**src/rtl/if_id_fifo.sv**
```systemverilog
// if_id_fifo: DEPTH-entry {pc, inst} FIFO between the fetch and decode stages, with flush.
// Latency: 1 cycle from a push to out_valid. There is no fall-through path.
// Backpressure: in_ready depends only on occupancy (count != DEPTH) and never on out_ready.
//
// Ports:
//   clk, rst            clock and synchronous active-high reset
//   flush               discards every entry (branch or trap redirect)
//   in_valid/in_ready   fetch-side handshake, carrying in_pc and in_inst
//   out_valid/out_ready decode-side handshake, presenting out_pc and out_inst from the head entry
//   count               number of occupied entries
//
// DEPTH must be a power of two and at least 2, so that the pointers wrap naturally.
module if_id_fifo #(
  parameter int PC_W   = 32,
  parameter int INST_W = 32,
  parameter int DEPTH  = 2
) (
  input  logic                         clk,
  input  logic                         rst,
  input  logic                         flush,
  input  logic                         in_valid,
  output logic                         in_ready,
  input  logic [PC_W-1:0]              in_pc,
  input  logic [INST_W-1:0]            in_inst,
  output logic                         out_valid,
  input  logic                         out_ready,
  output logic [PC_W-1:0]              out_pc,
  output logic [INST_W-1:0]            out_inst,
  output logic [$clog2(DEPTH+1)-1:0]   count
);

  localparam int PTR_W = $clog2(DEPTH);
  localparam int CNT_W = $clog2(DEPTH+1);
  localparam logic [CNT_W-1:0] FULL_CNT = CNT_W'(DEPTH);

  typedef struct packed {
    logic [PC_W-1:0]   pc;
    logic [INST_W-1:0] inst;
  } entry_t;

  entry_t            mem [DEPTH];
  logic [PTR_W-1:0]  wr_ptr;
  logic [PTR_W-1:0]  rd_ptr;
  logic [CNT_W-1:0]  count_q;
  logic              push;
  logic              pop;

  // Both handshakes come from registered occupancy only. This keeps every
  // input-to-output path registered.
  assign in_ready  = (count_q != FULL_CNT);
  assign out_valid = (count_q != '0);

  // A flush cycle neither accepts nor consumes an entry.
  assign push = in_valid  & in_ready  & ~flush;
  assign pop  = out_valid & out_ready & ~flush;

  assign out_pc   = mem[rd_ptr].pc;
  assign out_inst = mem[rd_ptr].inst;
  assign count    = count_q;

  // Control state. Reset takes priority over flush, and both empty the FIFO.
  always_ff @(posedge clk) begin
    if (rst || flush) begin
      wr_ptr  <= '0;
      rd_ptr  <= '0;
      count_q <= '0;
    end else begin
      if (push) wr_ptr <= wr_ptr + 1'b1;
      if (pop)  rd_ptr <= rd_ptr + 1'b1;
      case ({push, pop})
        2'b10:   count_q <= count_q + 1'b1;
        2'b01:   count_q <= count_q - 1'b1;
        default: count_q <= count_q;
      endcase
    end
  end

  // The storage array is deliberately not reset. Entries become meaningful only once count covers them.
  always_ff @(posedge clk) begin
    if (push) mem[wr_ptr] <= '{pc: in_pc, inst: in_inst};
  end

  // Occupancy must stay within [0, DEPTH].
  always_ff @(posedge clk) begin
    if (!rst) begin
      assert (count_q <= FULL_CNT);
      assert (!(push && count_q == FULL_CNT));
      assert (!(pop && count_q == '0));
    end
  end

endmodule

```
**config.mk**
```make
export PLATFORM = sky130hd
export DESIGN_NAME = if_id_fifo
export DESIGN_NICKNAME = d
export VERILOG_FILES = /design/src/rtl/if_id_fifo.sv
export SDC_FILE = /design/constraint.sdc
export NUM_CORES = 1
export LEC_CHECK = 0
export CAP_MARGIN = 0
export CORE_MARGIN = 1.5
export CORE_UTILIZATION = 65
export CTS_CLUSTER_DIAMETER = 40
export DETAILED_ROUTE_END_ITERATION = 16
export DONT_BUFFER_PORTS = 1
export MAX_ROUTING_LAYER = met4
export PLACE_DENSITY = 0.81
export SKIP_CTS_REPAIR_TIMING = 1
export SYNTH_ARGS = -nofsm -noshare
export SYNTH_HDL_FRONTEND = slang
export SYNTH_SLANG_ARGS = --single-unit
```
**constraint.sdc**
```tcl
create_clock -name clk -period 10.3 [get_ports clk]
set_clock_uncertainty 0.15 [all_clocks]
set_input_delay 3.09 -clock clk [delete_from_list [all_inputs] [get_ports clk]]
set_output_delay 3.09 -clock clk [all_outputs]
set_load 0.005 [all_outputs]
```
# After elaboration in Yosys (flattened, before gate mapping)
# Memory sizes are Yosys's and may differ from the RTL's. A register that Yosys moved wholly into a read port is not among the register bits.
# Index checks and enable logic that the tools add are counted.
# classes
n_bitwise	5
reduce_logical	3
n_eq_ne	3
mux	5
addsub	4
# op_table
op	n
bitwise AND 1 bit	4
2-to-1 mux 1 bit	4
one-hot mux 2 bit (2 select lines)	1
nonzero test 2 bit	2
adder 1 bit, second input constant	2
adder 2 x 1 -> 2 bit, second input constant	1
== test 2 x 1 -> 1 bit, second input constant	1
== test 2 bit, second input constant	1
inequality test 2 bit, second input constant	1
subtractor 2 x 1 -> 2 bit, second input constant	1
logical OR 1 bit	1
inverter 1 bit	1
# word_totals
mem_bits_rw	128
input_bits	69
memories	1
ff_bits	4
# mem_list
memory	depth	word_bits	rd	rd_ports_with_merged_regs	wr	line_no	rtl
mem	2	64	1	1	1	41	entry_t mem [DEPTH];

# Depth between registers and ports, before layout
# Gate-level depths: netlist of run 1.
# logic_depth
depth_word	5
mapped_depth	6
ltp_nobuf	6

# Least setup slack after synthesis of run 1
# Ideal clock, no wire load.
# synth_timing
path_type	input to register
startpoint	input flush
endpoint	memory mem[0][0] (netlist bit) (enable)
stages	2
t_arrival_ns	5.967
n_path_buf	0
path_slack_ns	3.696
cell_sequence	nand3b_1 > nor2_1
# synth_between
elab_chain_len	4
# synth_lines
item	line_no	rtl
start, declared	20	input logic flush,
inverter 1 bit	54	assign push = in_valid & in_ready & ~flush;
bitwise AND 1 bit	54	
2-to-1 mux 1 bit	80	if (push) mem[wr_ptr] <= '{pc: in_pc, inst: in_inst};
2-to-1 mux 1 bit (not written as such)	80	
end, declared	41	
# No other way between the ends.

==> report_table.html, run 1 <==
<table>
<tr><th>Metric</th><th>Value</th></tr>
<tr><th colspan="2">Worst setup path</th></tr>
<tr><td>Type of the setup path with the least slack</td><td>flop to primary output</td></tr>
<tr><td>Crit path max fanout</td><td>33</td></tr>
<tr><td>Kind of end point of the critical path</td><td>primary output</td></tr>
<tr><td>R2r setup slk</td><td>a little over 8 ns</td></tr>
<tr><td>Crit path DAT</td><td>about 2.3 ns</td></tr>
<tr><td>Startpoint types</td><td>flop</td></tr>
<tr><td>Required time at the endpoint of the critical path</td><td>around 7 ns</td></tr>
<tr><th colspan="2">Job</th></tr>
<tr><td>Number of maximum-capacitance constraint violations</td><td>0</td></tr>
<tr><th colspan="2">STA</th></tr>
<tr><td>Max-slew violation count</td><td>0</td></tr>
<tr><td>Transition time of the tightest slew-check pin</td><td>roughly 0.84 ns</td></tr>
<tr><td>Max-slew headroom</td><td>roughly 44%</td></tr>
<tr><td>Final period utilization</td><td>~54%</td></tr>
<tr><td>Unrepaired setup endpoints after global routing</td><td>false</td></tr>
<tr><td>Tmin final</td><td>5.52 ns</td></tr>
<tr><td>Final count of hold timing violations</td><td>0</td></tr>
<tr><td>Finish-stage setup viols</td><td>0</td></tr>
<tr><td>Total negative setup slack</td><td>0 ns</td></tr>
<tr><td>Setup slack of the critical path after layout</td><td>4.78 ns</td></tr>
<tr><td>F_max</td><td>181 MHz</td></tr>
<tr><th colspan="2">Synth</th></tr>
<tr><td>Number of standard cells after synthesis</td><td>around 230</td></tr>
<tr><td>Primary FF master, synth</td><td>edfxtp_1</td></tr>
<tr><td>Async S/R FF share, synth</td><td>0%</td></tr>
<tr><td>Yosys top cell by area</td><td>edfxtp_1</td></tr>
<tr><td>Number of enable-type register cells in the synthesized netlist</td><td>between 100 and 150</td></tr>
<tr><td>Area of the mapped netlist</td><td>between 4000 and 5000 um^2</td></tr>
<tr><td>Sequential cell area fraction in the yosys report</td><td>81.7%</td></tr>
<tr><td>Number of synthesized register bits</td><td>between 100 and 150</td></tr>
<tr><td>List of most frequent post-synthesis cells</td><td>edfxtp_1 (128), mux2_2 (64), buf_2 (7)</td></tr>
<tr><td>Count of different cell masters after synthesis</td><td>17</td></tr>
<tr><td>Fraction of synthesized cell area taken by the top area cell type</td><td>between 70 and 80%</td></tr>
<tr><td>Avg Cell Area, Syn</td><td>approximately 21 um^2</td></tr>
<tr><td>Yosys warning count</td><td>0</td></tr>
<tr><td>Most numerous cell in the Yosys netlist</td><td>edfxtp_1</td></tr>
<tr><td>Main area contributors after synthesis</td><td>edfxtp_1 (80%), mux2_2 (15%), dfxtp_1 (2.1%), buf_2 (0.73%), nor2_1 (0.47%)</td></tr>
<tr><td>Net Count, Synth</td><td>about 300</td></tr>
<tr><th colspan="2">Floorplan</th></tr>
<tr><td>Die ar.</td><td>roughly 8000 um^2</td></tr>
<tr><td>Floorplan die width</td><td>slightly below 90 um</td></tr>
<tr><td>Ports placed on the boundary</td><td>roughly 140</td></tr>
<tr><td>Number of core rows</td><td>31</td></tr>
<tr><td>Core box area</td><td>a little over 7000 um^2</td></tr>
<tr><td>Initial Util</td><td>66.9%</td></tr>
<tr><td>Die Height</td><td>89.2 um</td></tr>
<tr><th colspan="2">Global routing</th></tr>
<tr><td>Global-route congestion overflow total</td><td>0</td></tr>
<tr><td>Met1 demand-to-capacity share in global routing</td><td>20.5%</td></tr>
<tr><td>Wire length of the first global-routing pass</td><td>roughly 10000 um</td></tr>
<tr><td>Routing usage on met3</td><td>10.8%</td></tr>
<tr><td>Met2 demand-to-capacity share in global routing</td><td>between 30% and 40%</td></tr>
<tr><td>Number of global-route vias before repair</td><td>between 1500 and 2000</td></tr>
<tr><td>Maximum number of pins on one net before global-route repair</td><td>65</td></tr>
<tr><td>Overall track demand over capacity in global routing</td><td>around a fifth</td></tr>
<tr><td>Initial antenna violation count</td><td>0</td></tr>
<tr><td>Peak-usage layer in the global routing report</td><td>met2</td></tr>
<tr><th colspan="2">Final layout</th></tr>
<tr><td>ANT cells</td><td>0</td></tr>
<tr><td>Layout cell share with drive strength beyond 1</td><td>about two fifths</td></tr>
<tr><td>Post-route core utilization</td><td>between 70% and 80%</td></tr>
<tr><td>Post-layout net count</td><td>slightly above 300</td></tr>
<tr><td>Final std cell area, no fill</td><td>5530 um^2</td></tr>
<tr><td>Number of inserted filler cells in the final layout</td><td>slightly above 400</td></tr>
<tr><td>Layout area overhead</td><td>14.5%</td></tr>
<tr><th colspan="2">Clock network</th></tr>
<tr><td>Max Root-Sink Buffers</td><td>2</td></tr>
<tr><td>Clock latency on the worst-skew pair</td><td>0.49 ns</td></tr>
<tr><td>Htree depth</td><td>4</td></tr>
<tr><td>Clk Tree Root Cell</td><td>clkbuf_8</td></tr>
<tr><td>Clock transition at the register clock pins on the worst setup and hold paths after CTS</td><td>~0.06 ns</td></tr>
<tr><td>TritonCTS clock tree</td><td>yes</td></tr>
<tr><td>Number of clock sinks</td><td>roughly 130</td></tr>
<tr><td>Cts bufs inserted</td><td>17</td></tr>
<tr><th colspan="2">Pwr</th></tr>
<tr><td>IR Drop Worst-Case VDD</td><td>0.000134 V</td></tr>
<tr><td>Static leakage</td><td>1.77 nW</td></tr>
<tr><td>Fraction of power consumed by sequential logic</td><td>around half</td></tr>
<tr><td>Comb power frac</td><td>2.3%</td></tr>
<tr><td>Total internal power</td><td>0.969 mW</td></tr>
<tr><td>Net switching share of the total power</td><td>19.5%</td></tr>
<tr><td>Pwr per Cell Area</td><td>218 nW/um^2</td></tr>
<tr><td>Clock power share</td><td>a little under half</td></tr>
<tr><td>Net switching component of the power</td><td>about 0.24 mW</td></tr>
<tr><th colspan="2">Detailed routing</th></tr>
<tr><td>Detailed router's first-iteration violation count</td><td>168</td></tr>
<tr><td>Avg WL per Cell</td><td>between 20 and 25 um</td></tr>
<tr><td>Wire length after detailed routing</td><td>7200 um</td></tr>
<tr><td>ANT nets after route</td><td>0</td></tr>
<tr><td>Via-to-Cell Ratio</td><td>roughly 5.7</td></tr>
<tr><td>Detailed-router iteration count before antenna repair</td><td>4</td></tr>
<tr><td>Number of DRC violations after detailed routing</td><td>0</td></tr>
<tr><td>Vias after detailed routing</td><td>~2000</td></tr>
<tr><th colspan="2">Place</th></tr>
<tr><td>Cell Area, Placed</td><td>4960 um^2</td></tr>
<tr><td>Final HPWL DP</td><td>roughly 4500 um</td></tr>
<tr><td>Last weighted congestion value of the routability-driven placer</td><td>roughly 0.7</td></tr>
<tr><td>Minimum setup slack after placement</td><td>approximately 5.3 ns</td></tr>
<tr><td>Number of buffers inserted by port buffering</td><td>0</td></tr>
<tr><th colspan="2">Outcome</th></tr>
<tr><td>Outcome</td><td>completed</td></tr>
<tr><th colspan="2">Worst hold path</th></tr>
<tr><td>Type of the most critical hold path</td><td>flop to flop</td></tr>
</table>
final timing paths:
path	cells past startpoint	to	from
hold / removal	2	flop	rd_ptr
setup / recovery	2	out_inst[21]	flop
setup reg to reg	4	mem[1][44]	count[0]
hold reg to reg	2	flop	rd_ptr
through the flow:
stage          power, mW  hold WS, ns  std cells
2_1_floorplan      0.648        0.322        226
3_3_place_gp       0.654        0.335        321
3_5_place_dp       0.655        0.341        321
4_1_cts             1.21        0.356        353
5_1_grt             1.24        0.391        353
6_report            1.20        0.356        353
area by class of cell:
type	count	area [um^2]	share of cell area (%)
clock buffers	18	418	7.56
clock inverters	14	153	2.76
inverters	1	3.75	0.0679
multi-input cells	85	862	15.6
flip-flops and latches	133	3950	71.4
well taps	99	124	2.24
repair buffers	3	22.5	0.407
cells by family (layout without fill, tap and decap cells):
group	Yosys count	in the layout	synth area share (%)
multiplexers	64	64	14.9
AO/OA/AOI/OAI	5	5	0.570
XOR/XNOR	3	3	0.544
flip-flops	133	133	81.7
adder cells (fa/ha/maj)	1	1	0.259
AND/OR/NAND/NOR	12	12	1.24
buffers and inverters	8	36	0.803
layout by cell type, fill, tap and decap left out, types with 2 or more instances in the layout:
cell type / count
edfxtp_1: 128
or2_2: 2
a21oi_1: 2
nor2_1: 4
bufinv_16: 2
clkbuf_16: 16
inv_6: 4
o21ai_0: 2
clkinvlp_4: 6
buf_4: 3
nor2_4: 2
xor2_1: 2
dfxtp_1: 4
mux2_2: 64
layer usage:
metal	share of wire, %	up-vias
met5	0	-
met4	0.42	0
met3	11	2
met2	54	82
met1	35	998
li1	-	925
worst max-delay path, cell delays in order (launching register included):
cell and delay (ns):
dfxtp_2 0.82, buf_4 0.50, mux2_2 0.42
flip-flops by register name (all words and copies together), names as in the netlist, named ones only:
name / cells
mem: 128
count: 2
wr_ptr: 1
rd_ptr: 1
power groups by stage:
| stage | Combinational (mW) | Sequential (mW) | Clock, mW |
|---|---|---|---|
| floorplan | 0.0223 | 0.626 | 0 |
| global placement | 0.0277 | 0.626 | 0 |
| detailed placement | 0.0278 | 0.627 | 0 |
| CTS | 0.0281 | 0.616 | 0.570 |
| global route | 0.0301 | 0.617 | 0.595 |
| finish | 0.0275 | 0.615 | 0.561 |
Power figures use the tool's default switching activity.
==> inputs of run 2 (changes only) <==
CORE_UTILIZATION = 56   (was 65)
PLACE_DENSITY = 0.74   (was 0.81)
clock period = 4.6 ns   (was 10.3 ns; I/O delays follow)
==> run 2 against run 1 <==
  * Sequential power rose by 120%
  * Flip-flop and latch count did not move
  * Final cell count rose by 2.0%
  * Cell area rose by 1.6%
==> report_table.html, run 2 (synthesized netlist as in run 1, its figures left out) <==
<table>
<tr><th>Metric</th><th>Value</th></tr>
<tr><th colspan="2">Global routing</th></tr>
<tr><td>Global-route congestion overflow total</td><td>0</td></tr>
<tr><td>Initial antenna violation count</td><td>0</td></tr>
<tr><td>Maximum number of pins on one net before global-route repair</td><td>between 40 and 50</td></tr>
<tr><td>Number of global-route vias before repair</td><td>approximately 2000</td></tr>
<tr><td>Overall track demand over capacity in global routing</td><td>17.3%</td></tr>
<tr><td>Wire length of the first global-routing pass</td><td>between 10000 and 15000 um</td></tr>
<tr><th colspan="2">Floorplan</th></tr>
<tr><td>Core box area</td><td>~8300 um^2</td></tr>
<tr><td>Ports placed on the boundary</td><td>137</td></tr>
<tr><td>Initial Util</td><td>58.2%</td></tr>
<tr><td>Die ar.</td><td>9190 um^2</td></tr>
<tr><td>Die Height</td><td>around 96 um</td></tr>
<tr><td>Number of core rows</td><td>33</td></tr>
<tr><td>Floorplan die width</td><td>~96 um</td></tr>
<tr><th colspan="2">Worst setup path</th></tr>
<tr><td>R2r setup slk</td><td>between 2 and 2.5 ns</td></tr>
<tr><td>CP Cell Sequence</td><td>buf_12 &gt; mux2_2</td></tr>
<tr><td>Slowest CP cell</td><td>dfxtp_2</td></tr>
<tr><td>Required time at the endpoint of the critical path</td><td>slightly above 3 ns</td></tr>
<tr><td>Crit path max fanout</td><td>39</td></tr>
<tr><td>Kind of end point of the critical path</td><td>primary output</td></tr>
<tr><td>Startpoint types</td><td>flop</td></tr>
<tr><td>Capture point of the worst reg-to-reg path</td><td>mem[1][43]</td></tr>
<tr><td>Crit path DAT</td><td>1.98 ns</td></tr>
<tr><td>Type of the setup path with the least slack</td><td>flop to primary output</td></tr>
<tr><td>Launch instance of the worst register-to-register path</td><td>count[0]</td></tr>
<tr><td>Register-to-Register Path Depth</td><td>4</td></tr>
<tr><td>Delay of the slowest critical-path stage</td><td>between 0.7 and 0.8 ns</td></tr>
<tr><th colspan="2">Final layout</th></tr>
<tr><td>Post-layout net count</td><td>between 300 and 400</td></tr>
<tr><td>Leading cell types in the layout, fill and taps excluded</td><td>edfxtp_1 (128), mux2_2 (64), clkbuf_16 (16)</td></tr>
<tr><td>Biggest register</td><td>mem</td></tr>
<tr><td>Largest register FFs</td><td>128</td></tr>
<tr><td>Leading cell type in the layout, fill and taps excluded</td><td>edfxtp_1</td></tr>
<tr><td>ANT cells</td><td>0</td></tr>
<tr><td>Layout area overhead</td><td>16.2%</td></tr>
<tr><td>Layout cell share with drive strength beyond 1</td><td>between 40% and 50%</td></tr>
<tr><td>Post-route core utilization</td><td>between 60% and 70%</td></tr>
<tr><th colspan="2">STA</th></tr>
<tr><td>Tmin final</td><td>about 3.5 ns</td></tr>
<tr><td>Finish-stage setup viols</td><td>0</td></tr>
<tr><td>Final period utilization</td><td>76.4%</td></tr>
<tr><td>Final count of hold timing violations</td><td>0</td></tr>
<tr><td>Total negative setup slack</td><td>0 ns</td></tr>
<tr><td>Transition time of the tightest slew-check pin</td><td>between 0.7 and 0.8 ns</td></tr>
<tr><td>Max-slew violation count</td><td>0</td></tr>
<tr><td>Max-slew headroom</td><td>roughly half</td></tr>
<tr><td>Unrepaired setup endpoints after global routing</td><td>false</td></tr>
<tr><td>F_max</td><td>around 280 MHz</td></tr>
<tr><td>Hold slack final</td><td>0.353 ns</td></tr>
<tr><th colspan="2">Clock network</th></tr>
<tr><td>Number of clock sinks</td><td>approximately 130</td></tr>
<tr><td>Clock transition at the register clock pins on the worst setup and hold paths after CTS</td><td>about 0.060 ns</td></tr>
<tr><td>Cts bufs inserted</td><td>17</td></tr>
<tr><td>Htree depth</td><td>4</td></tr>
<tr><td>Clk Tree Root Cell</td><td>clkbuf_8</td></tr>
<tr><td>Clock latency on the worst-skew pair</td><td>0.49 ns</td></tr>
<tr><td>Max Root-Sink Buffers</td><td>2</td></tr>
<tr><td>TritonCTS clock tree</td><td>yes</td></tr>
<tr><th colspan="2">Detailed routing</th></tr>
<tr><td>Number of DRC violations after detailed routing</td><td>0</td></tr>
<tr><td>Wire length after detailed routing</td><td>7490 um</td></tr>
<tr><td>Vias after detailed routing</td><td>a little under 2000</td></tr>
<tr><td>Via-to-Cell Ratio</td><td>roughly 5.5</td></tr>
<tr><td>Avg WL per Cell</td><td>around 21 um</td></tr>
<tr><td>Detailed-router iteration count before antenna repair</td><td>4</td></tr>
<tr><td>Detailed router's first-iteration violation count</td><td>114</td></tr>
<tr><td>ANT nets after route</td><td>0</td></tr>
<tr><th colspan="2">Pwr</th></tr>
<tr><td>Pwr per Cell Area</td><td>roughly 500 nW/um^2</td></tr>
<tr><td>IR Drop Worst-Case VDD</td><td>0.000334 V</td></tr>
<tr><td>Final Power</td><td>around 2.8 mW</td></tr>
<tr><td>Static leakage</td><td>~1.8 nW</td></tr>
<tr><th colspan="2">Place</th></tr>
<tr><td>Last weighted congestion value of the routability-driven placer</td><td>0.697</td></tr>
<tr><td>Number of buffers inserted by port buffering</td><td>0</td></tr>
<tr><td>Final HPWL DP</td><td>about 4800 um</td></tr>
<tr><th colspan="2">Worst hold path</th></tr>
<tr><td>Type of the most critical hold path</td><td>flop to flop</td></tr>
<tr><td>Worst hold path startpoint</td><td>rd_ptr</td></tr>
<tr><td>Cell depth of the worst min-delay path</td><td>2</td></tr>
<tr><th colspan="2">Outcome</th></tr>
<tr><td>Outcome</td><td>completed</td></tr>
<tr><th colspan="2">Job</th></tr>
<tr><td>Number of maximum-capacitance constraint violations</td><td>0</td></tr>
</table>
## run 2: how the worst max path moves through the flow
stage | to | startpoint | slack, ns | cells past startpoint
after floorplan | mem[0][0] | flush | -0.29 | 2
after global placement | mem[1][47] | flush | 1.47 | 3
after detailed placement | mem[1][38] | flush | 1.43 | 3
after CTS | out_pc[23] | flop | 1.04 | 2
after global routing | out_pc[23] | flop | 0.95 | 2
final | out_pc[20] | flop | 1.09 | 2
## run 2: power by group
| part | internal [mW] | switching [mW] |
|---|---|---|
| registers | 1.37 | 0.00910 |
| logic | 0.0267 | 0.0373 |
| clock network | 0.883 | 0.484 |
## run 2: area by class of cell
class	count	area [um^2]
Multi-Input combinational cell	85	862
Sequential cell	133	3950
Clock inverter	15	203
Inverter	1	3.75
Tap cell	105	131
Fill cell	544	2690
Clock buffer	17	414
Timing Repair Buffer	4	55.1
## run 2: critical path: cells and delay by family (launching register included)
family / cells / cell delay [ns]
flops: 1 / 0.76
mux: 1 / 0.39
buf+inv: 1 / 0.30
## run 2: layer usage
layer	part of all wire, %	track usage [%]
met5	0	-
met4	1.1	8.46
met3	11	8.14
met2	49	25.1
met1	39	20.3
## run 2: stage by stage
step / std cells / instance area (um^2) / setup slack, ns
2_1_floorplan: 226 / 4830 / -0.294
3_3_place_gp: 328 / 5000 / 1.47
3_5_place_dp: 328 / 5000 / 1.43
4_1_cts: 360 / 5610 / 1.04
5_1_grt: 360 / 5610 / 0.951
6_report: 360 / 5610 / 1.09
==> inputs of run 3 (changes only) <==
clock period = 2.8 ns   (was 4.6 ns; I/O delays follow)
==> run 3 against run 2 <==
  * Non-clock buffer count increased by 2
  * Global-route usage increased by 0.57 points
  * Final cell count grew 0.28%
  * Critical endpoint is now out_pc[1]
  * Register-to-register slack worse by 1.4 ns
  * Cell area decreased by 0.47%
==> report_table.html, run 3 (synthesized netlist as in run 1, its figures left out) <==
<table>
<tr><th>Metric</th><th>Value</th></tr>
<tr><th colspan="2">STA</th></tr>
<tr><td>Max-slew violation count</td><td>0</td></tr>
<tr><td>Final count of hold timing violations</td><td>0</td></tr>
<tr><td>Transition time of the tightest slew-check pin</td><td>about 0.42 ns</td></tr>
<tr><td>Setup slack of the critical path after layout</td><td>0.190 ns</td></tr>
<tr><td>Final period utilization</td><td>93.2%</td></tr>
<tr><td>Finish-stage setup viols</td><td>0</td></tr>
<tr><td>F_max</td><td>383 MHz</td></tr>
<tr><td>Tmin final</td><td>2.61 ns</td></tr>
<tr><td>Unrepaired setup endpoints after global routing</td><td>false</td></tr>
<tr><td>Max-slew headroom</td><td>72.2%</td></tr>
<tr><th colspan="2">Clock network</th></tr>
<tr><td>Number of clock sinks</td><td>133</td></tr>
<tr><td>Clock latency on the worst-skew pair</td><td>roughly 0.50 ns</td></tr>
<tr><td>Htree depth</td><td>4</td></tr>
<tr><td>Clk Tree Root Cell</td><td>clkbuf_8</td></tr>
<tr><td>Max Root-Sink Buffers</td><td>2</td></tr>
<tr><td>TritonCTS clock tree</td><td>yes</td></tr>
<tr><td>Clock transition at the register clock pins on the worst setup and hold paths after CTS</td><td>roughly 0.060 ns</td></tr>
<tr><td>Cts bufs inserted</td><td>17</td></tr>
<tr><th colspan="2">Floorplan</th></tr>
<tr><td>Die Height</td><td>95.9 um</td></tr>
<tr><td>Core box area</td><td>8300 um^2</td></tr>
<tr><td>Initial Util</td><td>58.2%</td></tr>
<tr><td>Ports placed on the boundary</td><td>~140</td></tr>
<tr><td>Floorplan die width</td><td>95.9 um</td></tr>
<tr><td>Number of core rows</td><td>33</td></tr>
<tr><td>Die ar.</td><td>9190 um^2</td></tr>
<tr><th colspan="2">Pwr</th></tr>
<tr><td>Comb power frac</td><td>under 10%</td></tr>
<tr><td>IR Drop Worst-Case VDD</td><td>roughly 0.00048 V</td></tr>
<tr><td>Clock power share</td><td>approximately 47%</td></tr>
<tr><td>Net switching component of the power</td><td>0.841 mW</td></tr>
<tr><td>Total internal power</td><td>3.64 mW</td></tr>
<tr><td>Static leakage</td><td>1.81 nW</td></tr>
<tr><td>Final Power</td><td>approximately 4.5 mW</td></tr>
<tr><td>Fraction of power consumed by sequential logic</td><td>50.4%</td></tr>
<tr><td>Pwr per Cell Area</td><td>around 800 nW/um^2</td></tr>
<tr><td>Net switching share of the total power</td><td>a little under a fifth</td></tr>
<tr><th colspan="2">Final layout</th></tr>
<tr><td>Layout cell share with drive strength beyond 1</td><td>slightly above 40%</td></tr>
<tr><td>Number of inserted filler cells in the final layout</td><td>~550</td></tr>
<tr><td>Biggest register</td><td>mem</td></tr>
<tr><td>Leading cell type in the layout, fill and taps excluded</td><td>edfxtp_1</td></tr>
<tr><td>Post-route core utilization</td><td>about two thirds</td></tr>
<tr><td>Final cell count without fillers</td><td>~360</td></tr>
<tr><td>ANT cells</td><td>0</td></tr>
<tr><td>Leading cell types in the layout, fill and taps excluded</td><td>edfxtp_1 (128), mux2_2 (64), clkbuf_16 (16)</td></tr>
<tr><td>Layout area overhead</td><td>15.7%</td></tr>
<tr><td>Area of the multi-input gates</td><td>approximately 860 um^2</td></tr>
<tr><td>Final std cell area, no fill</td><td>~5600 um^2</td></tr>
<tr><td>Largest register FFs</td><td>between 100 and 150</td></tr>
<tr><td>Post-layout net count</td><td>between 300 and 400</td></tr>
<tr><td>Area of all sequential standard cells</td><td>3950 um^2</td></tr>
<tr><th colspan="2">Worst hold path</th></tr>
<tr><td>Cell depth of the worst min-delay path</td><td>0</td></tr>
<tr><td>Type of the most critical hold path</td><td>input pin to flop</td></tr>
<tr><td>Endpoint, Worst Hold</td><td>mem[0][9]</td></tr>
<tr><td>Worst hold path startpoint</td><td>in_inst[9]</td></tr>
<tr><th colspan="2">Worst setup path</th></tr>
<tr><td>Required time at the endpoint of the critical path</td><td>about 1.8 ns</td></tr>
<tr><td>Launch instance of the worst register-to-register path</td><td>count[0]</td></tr>
<tr><td>Slowest CP cell</td><td>mux2_2</td></tr>
<tr><td>Capture point of the worst reg-to-reg path</td><td>count[1]</td></tr>
<tr><td>CP Cell Sequence</td><td>buf_4 &gt; mux2_2</td></tr>
<tr><td>Register-to-Register Path Depth</td><td>5</td></tr>
<tr><td>Gate family responsible for the most delay along the worst path</td><td>multiplexers</td></tr>
<tr><td>Buf+Inv Stages, Crit Path</td><td>1</td></tr>
<tr><td>Startpoint types</td><td>flop</td></tr>
<tr><td>Type of the setup path with the least slack</td><td>flop to primary output</td></tr>
<tr><td>Crit path max fanout</td><td>33</td></tr>
<tr><td>Kind of end point of the critical path</td><td>primary output</td></tr>
<tr><td>Delay of the slowest critical-path stage</td><td>approximately 0.42 ns</td></tr>
<tr><td>Crit path DAT</td><td>1.62 ns</td></tr>
<tr><td>R2r setup slk</td><td>around 0.76 ns</td></tr>
<tr><th colspan="2">Detailed routing</th></tr>
<tr><td>Avg WL per Cell</td><td>between 20 and 25 um</td></tr>
<tr><td>Detailed-router iteration count before antenna repair</td><td>4</td></tr>
<tr><td>Detailed router's first-iteration violation count</td><td>between 70 and 80</td></tr>
<tr><td>Number of DRC violations after detailed routing</td><td>0</td></tr>
<tr><td>Via-to-Cell Ratio</td><td>around 5.7</td></tr>
<tr><td>Wire length after detailed routing</td><td>7530 um</td></tr>
<tr><td>Vias after detailed routing</td><td>a little over 2000</td></tr>
<tr><td>ANT nets after route</td><td>0</td></tr>
<tr><th colspan="2">Global routing</th></tr>
<tr><td>Maximum number of pins on one net before global-route repair</td><td>40</td></tr>
<tr><td>Initial antenna violation count</td><td>0</td></tr>
<tr><td>Wire length of the first global-routing pass</td><td>between 10000 and 15000 um</td></tr>
<tr><td>Global-route congestion overflow total</td><td>0</td></tr>
<tr><td>Number of global-route vias before repair</td><td>between 2000 and 2500</td></tr>
<tr><td>Overall track demand over capacity in global routing</td><td>17.8%</td></tr>
<tr><th colspan="2">Outcome</th></tr>
<tr><td>Outcome</td><td>completed</td></tr>
<tr><th colspan="2">Place</th></tr>
<tr><td>Number of buffers inserted by port buffering</td><td>0</td></tr>
<tr><td>Cell Area, Placed</td><td>between 5000 and 6000 um^2</td></tr>
<tr><td>Cell Count Post-Placement</td><td>330</td></tr>
<tr><td>Final HPWL DP</td><td>between 4000 and 5000 um</td></tr>
<tr><td>Minimum setup slack after placement</td><td>between 0.5 and 0.6 ns</td></tr>
<tr><td>Last weighted congestion value of the routability-driven placer</td><td>0.720</td></tr>
<tr><th colspan="2">Job</th></tr>
<tr><td>Number of maximum-capacitance constraint violations</td><td>0</td></tr>
</table>
## run 3: worst max-delay path by stage
stage / startpoint / endpoint / slack (ns) / cells past startpoint
after floorplan: flush / mem[1][0] / -0.51 / 2
after detailed placement: flush / count[1] / 0.58 / 4
final: flop / out_pc[1] / 0.19 / 2
after global routing: flop / out_inst[1] / 0.07 / 2
after CTS: flop / out_inst[18] / 0.12 / 2
after global placement: flush / count[1] / 0.59 / 4
## run 3: per-stage QoR
step           setup TNS, ns  hold slack, ns
2_1_floorplan         -65.21           0.322
3_3_place_gp               0           0.344
3_5_place_dp               0           0.356
4_1_cts                    0           0.246
5_1_grt                    0           0.245
6_report                   0           0.277
## run 3: cell type report
| type | count | share of cell area, % |
|---|---|---|
| Clock buffer | 18 | 7.48 |
| Sequential cell | 133 | 70.6 |
| Multi-Input combinational cell | 85 | 15.4 |
| Inverter | 1 | 0.0672 |
| Tap cell | 105 | 2.35 |
| Clock inverter | 13 | 2.82 |
| Timing Repair Buffer | 6 | 1.25 |
## run 3: metal layers
layer  track usage, %  vias to the layer above  part of all wire [%]
li1                 -                      923                     -
met1             19.1                     1015                    37
met3             8.14                       14                    10
met4             9.19                        0                   1.9
met2             27.9                       97                    51
met5                -                        -                     0
## run 3: power groups by stage
stage / logic [mW] / registers, mW / clock network, mW
2_1_floorplan: 0.0828 / 2.30 / 0
3_3_place_gp: 0.112 / 2.30 / 0
3_5_place_dp: 0.111 / 2.30 / 0
4_1_cts: 0.113 / 2.26 / 2.16
5_1_grt: 0.120 / 2.26 / 2.24
6_report: 0.110 / 2.26 / 2.11
